[src/rtl/mmio_led_ring_ctrl.sv]
// MMIO peripheral on the core's MEM-stage data port: LED/switch/done registers, switch
// synchroniser and debouncer, and a prescaled rotating LED ring started by the done flag.
module mmio_led_ring_ctrl #(
  parameter logic [31:0] LED_ADDR        = 32'hFFFF_0000,
  parameter logic [31:0] SW_ADDR         = 32'hFFFF_0004,
  parameter logic [31:0] DONE_ADDR       = 32'hFFFF_0008,
  parameter int unsigned TICK_DIV        = 25_000_000,
  parameter int unsigned DEBOUNCE_CYCLES = 100_000
) (
  input  logic        clk,
  input  logic        rst_n,
  input  logic [31:0] mem_addr,
  input  logic [31:0] mem_wdata,
  input  logic        mem_we,
  input  logic        mem_re,
  output logic [31:0] mem_rdata,
  output logic        mmio_hit,
  input  logic [3:0]  switches,
  output logic [3:0]  leds,
  output logic        debug_led,
  output logic [3:0]  io_leds_reg,
  output logic        program_done,
  output logic [3:0]  led_ring,
  output logic        tick_step
);

  localparam int unsigned TickW = (TICK_DIV > 1) ? $clog2(TICK_DIV) : 1;
  localparam int unsigned DbW   = (DEBOUNCE_CYCLES > 1) ? $clog2(DEBOUNCE_CYCLES) : 1;
  localparam logic [TickW-1:0] TickLast = TickW'(TICK_DIV - 1);
  localparam logic [DbW-1:0]   DbLast   = DbW'(DEBOUNCE_CYCLES - 1);

  logic [3:0]       io_leds_q, io_leds_d;
  logic             done_q, done_d;
  logic [TickW-1:0] presc_q, presc_d;
  logic             tick_q, tick_d;
  logic [3:0]       ring_q, ring_d;
  logic [3:0]       sync1_q, sync1_d;
  logic [3:0]       sync2_q, sync2_d;
  logic [3:0]       sw_stable_q, sw_stable_d;
  logic [DbW-1:0]   db_cnt_q, db_cnt_d;

  logic hit_led, hit_sw, hit_done;

  // Loads are served whenever the address matches, so the strobe carries no information here.
  logic unused_bits;
  assign unused_bits = ^{mem_re, mem_wdata[31:4]};

  assign hit_led  = (mem_addr == LED_ADDR);
  assign hit_sw   = (mem_addr == SW_ADDR);
  assign hit_done = (mem_addr == DONE_ADDR);
  assign mmio_hit = hit_led | hit_sw | hit_done;

  // Register writes; the LED register freezes once the program has signalled completion.
  always_comb begin
    io_leds_d = io_leds_q;
    if (mem_we && hit_led && !done_q) begin
      io_leds_d = mem_wdata[3:0];
    end
    done_d = done_q | (mem_we & hit_done & mem_wdata[0]);
  end

  // Prescaler and ring; the ring steps on the same edge that raises tick_step.
  always_comb begin
    presc_d = '0;
    tick_d  = 1'b0;
    if (done_q) begin
      if (presc_q == TickLast) begin
        tick_d = 1'b1;
      end else begin
        presc_d = presc_q + 1'b1;
      end
    end

    ring_d = ring_q;
    if (done_d && !done_q) begin
      ring_d = 4'b0001;
    end else if (tick_d) begin
      ring_d = {ring_q[2:0], ring_q[3]};
    end
  end

  // Two-flop synchroniser, then a change is accepted only after DEBOUNCE_CYCLES differing cycles.
  always_comb begin
    sync1_d     = switches;
    sync2_d     = sync1_q;
    sw_stable_d = sw_stable_q;
    db_cnt_d    = db_cnt_q;
    if (sync2_q == sw_stable_q) begin
      db_cnt_d = '0;
    end else if (db_cnt_q == DbLast) begin
      sw_stable_d = sync2_q;
      db_cnt_d    = '0;
    end else begin
      db_cnt_d = db_cnt_q + 1'b1;
    end
  end

  always_ff @(posedge clk or negedge rst_n) begin
    if (!rst_n) begin
      io_leds_q   <= '0;
      done_q      <= 1'b0;
      presc_q     <= '0;
      tick_q      <= 1'b0;
      ring_q      <= '0;
      sync1_q     <= '0;
      sync2_q     <= '0;
      sw_stable_q <= '0;
      db_cnt_q    <= '0;
    end else begin
      io_leds_q   <= io_leds_d;
      done_q      <= done_d;
      presc_q     <= presc_d;
      tick_q      <= tick_d;
      ring_q      <= ring_d;
      sync1_q     <= sync1_d;
      sync2_q     <= sync2_d;
      sw_stable_q <= sw_stable_d;
      db_cnt_q    <= db_cnt_d;
    end
  end

  // Read mux sees only registered state, so a same-cycle write returns the old value.
  always_comb begin
    mem_rdata = '0;
    if (hit_led) begin
      mem_rdata = {28'b0, io_leds_q};
    end else if (hit_sw) begin
      mem_rdata = {28'b0, sw_stable_q};
    end else if (hit_done) begin
      mem_rdata = {31'b0, done_q};
    end
  end

  assign leds         = done_q ? ring_q : io_leds_q;
  assign debug_led    = done_q;
  assign io_leds_reg  = io_leds_q;
  assign program_done = done_q;
  assign led_ring     = ring_q;
  assign tick_step    = tick_q;

  ring_onehot_a: assert property (@(posedge clk) disable iff (!rst_n)
    done_q |-> $onehot(ring_q));
  tick_needs_done_a: assert property (@(posedge clk) disable iff (!rst_n)
    tick_q |-> done_q);
  done_sticky_a: assert property (@(posedge clk) disable iff (!rst_n)
    done_q |=> done_q);

endmodule
[config.mk]
export PLATFORM = sky130hd
export DESIGN_NAME = mmio_led_ring_ctrl
export DESIGN_NICKNAME = d
export VERILOG_FILES = /design/src/rtl/mmio_led_ring_ctrl.sv
export SDC_FILE = /design/constraint.sdc
export NUM_CORES = 1
export LEC_CHECK = 0
export BUFFER_PORTS_ARGS = -buffer_cell sky130_fd_sc_hd__buf_2
export CAP_MARGIN = 10
export CELL_PAD_IN_SITES_DETAIL_PLACEMENT = 0
export CELL_PAD_IN_SITES_GLOBAL_PLACEMENT = 1
export CORE_MARGIN = 2
export CORE_UTILIZATION = 39
export CTS_CLUSTER_DIAMETER = 40
export CTS_CLUSTER_SIZE = 28
export DETAILED_ROUTE_END_ITERATION = 10
export PLACE_DENSITY_LB_ADDON = 0.1
export SKIP_CTS_REPAIR_TIMING = 1
export SLEW_MARGIN = 40
export SYNTH_ARGS = -nofsm -noshare
export SYNTH_HDL_FRONTEND = slang
export SYNTH_SLANG_ARGS = --single-unit
[constraint.sdc]
create_clock -name clk -period 3 [get_ports clk]
set_input_delay 0.15 -clock clk [delete_from_list [all_inputs] [get_ports clk]]
set_output_delay 0.15 -clock clk [all_outputs]
set_load 0.005 [all_outputs]
# Word level (Yosys, flattened, before mapping)
# Index checks and enable logic that the tools add are counted.
dict set report word_totals {
  reg_bits 64
  out_inout_bits 48
  word_cells 41
}
dict set report classes {
  mux 12
  addsub 2
  reduce_logical 6
  bitwise_logic 6
  n_eq_ne 6
}
# operator count
set op_table {}
lappend op_table {{$eq 32x32->1 const B} 3}
lappend op_table {{$mux 25} 2}
lappend op_table {{$mux 17} 2}
lappend op_table {{$add 25x1->25 const B} 1}
lappend op_table {{$eq 25x25->1 const B} 1}
lappend op_table {{$mux 4} 5}
lappend op_table {{$add 17x1->17 const B} 1}
lappend op_table {{$eq 17x17->1 const B} 1}
lappend op_table {{$eq 4x4->1} 1}
lappend op_table {{$logic_and 1x1->1} 3}
lappend op_table {{$mux 1} 3}
lappend op_table {{$or 1x1->1} 3}
lappend op_table {{$and 1x1->1} 2}
lappend op_table {{$reduce_and 2->1} 1}
lappend op_table {{$reduce_bool 2->1} 1}
lappend op_table {{$logic_not 1->1} 1}
lappend op_table {{$not 1->1} 1}

# Longest topological paths before layout
# Gate-level depths: netlist (run 1).
dict set report depth {
  ltp_word 6
  mapped_depth 7
  mapped_depth_nobuf 5
}

# Worst setup path after synthesis (run 1)
# OpenSTA, ideal clock, no wires.
dict set report synth_path {
  path_type {flip-flop to flip-flop}
  start {reg presc_q[0]}
  end {reg presc_q[22]}
  required_ns 2.922
  setup_slack_ns 0.942
  path_buffers 1
  synth_period_minus_slack_ns 2.058
  arrival_time_ns 1.980
  path_stages_with_launch 7
  cell_sequence {dfrtp_1 > ha_1 > nand4_1 > or4_1 > clkbuf_1 > or4_1 > a21oi_1}
}
dict set report synth_between {
  elab_chain_len 3
}
# item line
set synth_lines {}
lappend synth_lines {{start: declaration} 34} ;# logic [TickW-1:0] presc_q, presc_d;
lappend synth_lines {{start signal: assignment} 112} ;# presc_q <= presc_d;
lappend synth_lines {{$add 25x1->25 or $eq 25x25->1 (tied branches)} {70, 67}}
lappend synth_lines {{$mux 25 *} 67} ;# if (presc_q == TickLast) begin
lappend synth_lines {{$mux 25 *} 66} ;# if (done_q) begin
lappend synth_lines {{net presc_d[22]} 34}
# Mark *: on every way through the listed nets, which the timed path passes. The rest lies on a longest branch.
# A chain may end at the register's enable or synchronous reset.

# Worst setup path in the final report (run 1)
dict set report layout_path {
  start {reg presc_q[0]}
  end {reg presc_q[20]}
}
# The elaborated chain is that of the path after synthesis.

==> results of run 1 <==
logic make-up after synthesis:
logic type / Yosys count
other: 1
xor gates and xnor gates: 27
muxes: 13
buffers and inverters: 49
adders and majority gates: 2
and+or+nand+nor: 153
DFF: 64
AOI/OAI and AO/OA: 45
worst register-to-register path: cells and delay by family, from the launching register on:
family / cells / cell delay (ps)
AND/OR/NAND/NOR: 3 / 1420
AO/OA/AOI/OAI: 1 / 160
adder cells (fa/ha/maj): 1 / 250
flip-flops: 1 / 400
cell type report:
type,instances,area share
clock buffer,9,0.0310
sequential,64,0.401
tap,108,0.0338
multi-input combinational,268,0.410
timing repair buffer,70,0.0958
clock inverter,7,0.0182
inverter,11,0.0103
worst paths after layout:
| kind | from | to | slack, ps | cells past startpoint |
|---|---|---|---|---|
| max | presc_q[0] | presc_q[20] | 690 | 5 |
| min | mem_wdata[3] | io_leds_reg[3] | 60 | 2 |
| max reg2reg | presc_q[0] | presc_q[20] | 690 | 5 |
| min reg2reg | sync1_q[2] | sync2_q[2] | 340 | 0 |
| max in group asynchronous | rst_n | sw_stable_q[1] | 1950 | 3 |
| min in group asynchronous | rst_n | presc_q[0] | 290 | 2 |
metal layers:
layer,vias up,routed length [µm],part of all wire,global-route usage
met5,-,0,0,0
met4,0,82,0.011,0.0449
met3,7,413,0.055,0.0437
met2,72,3490,0.46,0.261
met1,1330,3530,0.47,0.219
li1,1365,-,-,-
power by group through the flow:
stage | combinational [mW] | clock, mW | sequential (mW)
floorplan | 0.111 | 0 | 0.958
global placement | 0.147 | 0 | 0.968
detailed placement | 0.149 | 0 | 0.973
CTS | 0.150 | 0.755 | 0.956
global route | 0.178 | 0.787 | 0.965
finish | 0.153 | 0.727 | 0.957
per-stage QoR:
stage	util	area, µm²
after floorplan	-	3530
after global placement	0.434	3750
after detailed placement	0.434	3750
after CTS	0.457	3950
after global routing	0.463	4000
final	0.463	4000
cells in the final DEF (no fill, tap or decap), types with 12 or more instances in the layout:
cell type	instances
a21oi_1	17
buf_2	62
conb_1	28
dfrtp_1	64
nand2_1	18
nand3_1	13
nand4_1	19
nor2_1	36
o21ai_0	15
or3_1	12
xnor2_1	13
xor2_1	14
==> impl_metrics.ini, run 1 <==
[yosys]
synth_area_leaders = dfrtp_1 (47%), buf_4 (6.3%), nor2_1 (3.9%)
async_reset_ff_frac = 1.00
post-synth-top-area-cell = dfrtp_1
ys_seq_area_frac = 0.467
postSynthCellCount = 354
synth_compound_area_frac = 0.0766
synth_fa_ha_area_frac = 0.00729
synth_top_family_by_area = simple AND/OR/NAND/NOR gates
synth_edf_count = 0
synth.mux.area_fraction = 0.0412
ys_ff_latch = 64
synth_common_cells = dfrtp_1 (64), nor2_1 (36), buf_4 (29)
yosysTopAreaCellShare = 0.467
yosysUniqueCellTypes = 39
synth_top_flop_cell = dfrtp_1
synth_xor_area_frac = 0.0689
yosys.area_share.simple = 0.253
yosysMostFrequentCell = dfrtp_1
syn_area_per_cell_um2 = 9.69
synth_warnings = 0
syn-cell-area_mm2 = 0.00343

[clocking]
clk_latency_ps = 330
cts_sinks = 64
clkTransAtPathRegs_ps = 80
htree_levels = 3
cts_tree = done
cts_made_buffers = 9
cts_buffer_depth = 2
ctsRootBufferMaster = clkbuf_8

[floorplan]
rows = 34
die_width_um = 97.8
core_mm2 = 0.00864
io_pins = 120
die_y_um = 97.8
start_util = 0.397
die-area_mm2 = 0.00956

[sta]
finalCriticalPeriod_ps = 2310
rsz0062_at_grt = false
drv_slew = 0
period_share = 0.770
hold_ws_ps = 56.7
max_freq_mhz = 433
maxSlewHeadroom = 0.600
finalClockSkew_ps = 13.1
hold_viol_final = 0
setup_violations = 0
finalSetupTns_ps = 0
worstMarginPinSlew_ps = 600
fin_ws_ps = 689

[power]
ir_drop_uv = 300
p_leak_nw = 1.75
clkPwrFrac = 0.396
seqPwrFrac = 0.521
p_comb_frac = 0.083
power.density_mw_per_mm2 = 460
net-switching-power_uw = 482
total_power_mw = 1.84
intPower_mw = 1.35
swShare = 0.262

[job]
max_cap_viol_count = 0

[detailed_routing]
num_vias = 2774
via_per_inst = 5.17
dr.pass1.iters = 4
wl_per_cell_um = 14.0
dr.first_iter.drc_count = 89
post-route-drc-count = 0
drt.antenna.violating_nets = 0
routed_wl_mm = 7.51

[layout]
n_antenna_cell = 0
largest_reg_flops = 25
syn2layout_area_growth_pct = 16.4
top_register = presc_q
instances_no_fill = 537
layout.nets = 498
fillers = 881
multi_input_area_mm2 = 0.00164
reg_top3 = presc_q (25), db_cnt_q (17)
seq_area_mm2 = 0.00160
layout-drive-gt1-share = 0.214

[worst_setup_path]
arrival_ps = 2560
worstSetupEndpointType = flop
crit_path_cell_trace = ha_1, nand4_1, or4_1, or4_1, a21oi_1
required_ps = 3250
slowest_delay_ps = 760
path_max_fanout = 11
cpMaxStageDelayCell = or4_1
cpMostUsedCell = or4_1
start_kind = flop
cp_top_family = simple AND/OR/NAND/NOR gates
worst-path-buf-inv = 0
critical_path_class = flop to flop

[global_routing]
grt_first_pass_wirelength_mm = 12.9
grt_max_degree = 30
grt_antenna_before_repair = 0
grt_pass1_vias = 2657
grtUsageTotal = 0.163
overflow = 0

[place]
dp.cells = 516
hpwl_mm = 5.36
gp_congestion = 0.796
preCtsSetupSlack_ps = 715
io_buffers = 62

[run_status]
outcome = finished clean

[worst_hold_path]
hold_path_class = input pin to flop
Power figures use the tool's default switching activity.
==> run 2, diff against run 1 <==
ABC_AREA = 1   (was unset)
CORE_UTILIZATION = 33   (was 39)
clock period = 1.88 ns   (was 3 ns; I/O delays follow)
==> impl_metrics.ini, run 2 <==
[global_routing]
grt_max_degree = 65
grt_pass1_vias = 3201
grtUsageTotal = 0.153
grt_first_pass_wirelength_mm = 15.4
grt_antenna_before_repair = 0
overflow = 0

[detailed_routing]
wl_per_cell_um = 12.3
routed_wl_mm = 9.28
dr.first_iter.drc_count = 138
via_per_inst = 4.47
drt.antenna.violating_nets = 0
num_vias = 3382
post-route-drc-count = 0
dr.pass1.iters = 5

[sta]
rsz0062_at_grt = false
max_freq_mhz = 616
drv_slew = 0
finalSetupTns_ps = 0
period_share = 0.864
hold_ws_ps = -1.79
setup_violations = 0
hold_viol_final = 1
finalClockSkew_ps = 4.27
finalCriticalPeriod_ps = 1620

[worst_hold_path]
hold_path_class = input pin to flop
hold_path_startpoint = mem_wdata[2]

[yosys]
synth_area_leaders = dfrtp_1 (41%), nand2_1 (11%), nor2_1 (9.9%)
ys_ff_latch = 64
synth.mux.area_fraction = 0
postSynthCellCount = 531
syn-cell-area_mm2 = 0.00388
synth_top_family_by_area = simple AND/OR/NAND/NOR gates
yosysUniqueCellTypes = 35
synth_common_cells = nand2_1 (117), nor2_1 (102), inv_1 (65)
synth_xor_area_frac = 0.0294
yosysTopAreaCellShare = 0.413
synth_edf_count = 0
ys_seq_area_frac = 0.413
synth_top_flop_cell = dfrtp_1
yosysMostFrequentCell = nand2_1
yosys.area_share.simple = 0.386
syn_area_per_cell_um2 = 7.30
async_reset_ff_frac = 1.00
post-synth-top-area-cell = dfrtp_1
synth_warnings = 0
synth_fa_ha_area_frac = 0.00646
synth_compound_area_frac = 0.0332

[layout]
syn2layout_area_growth_pct = 20.0
final_util = 0.407
largest_reg_flops = 25
top_register = presc_q
postLayoutCellArea_mm2 = 0.00465
layout-drive-gt1-share = 0.182
layout.nets = 683
reg_top3 = presc_q (25), db_cnt_q (17)
final_common_cell = nand2_1
most-common-layout-cells = nand2_1 (117), nor2_1 (102), inv_1 (65)
n_antenna_cell = 0

[worst_setup_path]
rr_endpoint = led_ring[3]
critical_path_class = flop to flop
cp_top_family = simple AND/OR/NAND/NOR gates
slowest_delay_ps = 380
rr_worst_depth = 8
arrival_ps = 1840
cp.depth = 8
required_ps = 2100
cpMaxStageDelayCell = dfrtp_1
r2r-start = presc_q[0]
path_max_fanout = 5
start_kind = flop
rrSetupSlack_ps = 260
worst-path-buf-inv = 0
crit_end = led_ring[3]
worstSetupEndpointType = flop
startpoint = presc_q[0]
crit_path_cell_trace = ha_1, nand2_2, nor2_1, nand4_1, nor2_1, nand3_1, nand3_1, nand2_1

[floorplan]
rows = 39
io_pins = 120
die_y_um = 112
core_mm2 = 0.0114
start_util = 0.339
die-area_mm2 = 0.0126
die_width_um = 112

[clocking]
ctsRootBufferMaster = clkbuf_16
cts_buffer_depth = 2
htree_levels = 3
clk_latency_ps = 330
cts_made_buffers = 9
cts_tree = done
clkTransAtPathRegs_ps = 50
cts_sinks = 64

[power]
p_leak_nw = 2.29
ir_drop_uv = 615
power.density_mw_per_mm2 = 761

[run_status]
violations = hold timing
outcome = complete, but fails checks

[place]
placed_cell_area_mm2 = 0.00428
io_buffers = 62
gp_congestion = 0.855
hpwl_mm = 7.15

[job]
max_cap_viol_count = 0
run 2: cell count changes after synthesis, moves of 9 or more:
cell,delta
mux2_2,-9
nand2_1,+99
xnor2_1,-11
inv_1,+54
nand3_1,+30
or3_1,-12
nor3_1,+10
a21oi_1,-12
or4_1,-11
nor2_1,+66
run 2: worst min path at each step:
stage                     slack, ps  depth (start not counted)             end
final                            -2                          3  io_leds_reg[2]
after global routing             10                          3  io_leds_reg[3]
after CTS                      -210                          2     led_ring[1]
after detailed placement        140                          2       tick_step
after global placement          140                          2     led_ring[1]
after floorplan                -200                          0     db_cnt_q[0]
run 2: worst reg2reg max path, cell delays in order (launching register included):
cell	delay, ps
dfrtp_1	380
ha_1	200
nand2_2	80
nor2_1	150
nand4_1	110
nor2_1	170
nand3_1	220
nand3_1	150
nand2_1	60
run 2: metrics by stage:
step                total power, mW  instances  worst slack [ps]
detailed placement             1.78        736               234
finish                         3.54        757               256
CTS                            3.60        752               218
global placement               1.77        736               241
global route                   3.71        757              59.2
floorplan                      1.71        558               453
run 2: where the power goes:
part | internal (mW) | total [mW] | switching [mW]
Sequential | 1.45 | 1.49 | 0.0485
Clock | 1.16 | 1.78 | 0.619
Combinational | 0.114 | 0.265 | 0.151
Total | 2.72 | 3.54 | 0.819
run 2: area by class of cell:
| type | instances | area [µm²] |
|---|---|---|
| clock buffers | 9 | 225 |
| clock inverters | 7 | 96.3 |
| fillers | 1227 | 6770 |
| inverters | 68 | 255 |
| multi-input cells | 392 | 1870 |
| flip-flops and latches | 64 | 1600 |
| well taps | 143 | 179 |
| repair buffers | 74 | 425 |
run 2: metal layers:
layer	track usage	vias up	wire length, µm
met1	0.189	1549	4240
met2	0.265	46	4670
met3	0.0362	12	255
li1	-	1775	-
met5	0	-	0
met4	0.0463	0	106
run 2: logic make-up (layout without fill, tap and decap cells):
family,count (synthesis),in the layout
and+or+nand+nor,326,326
buffers and inverters,102,158
DFF,64,64
AOI/OAI and AO/OA,23,23
xor gates and xnor gates,13,13
adders and majority gates,2,2
other,1,28
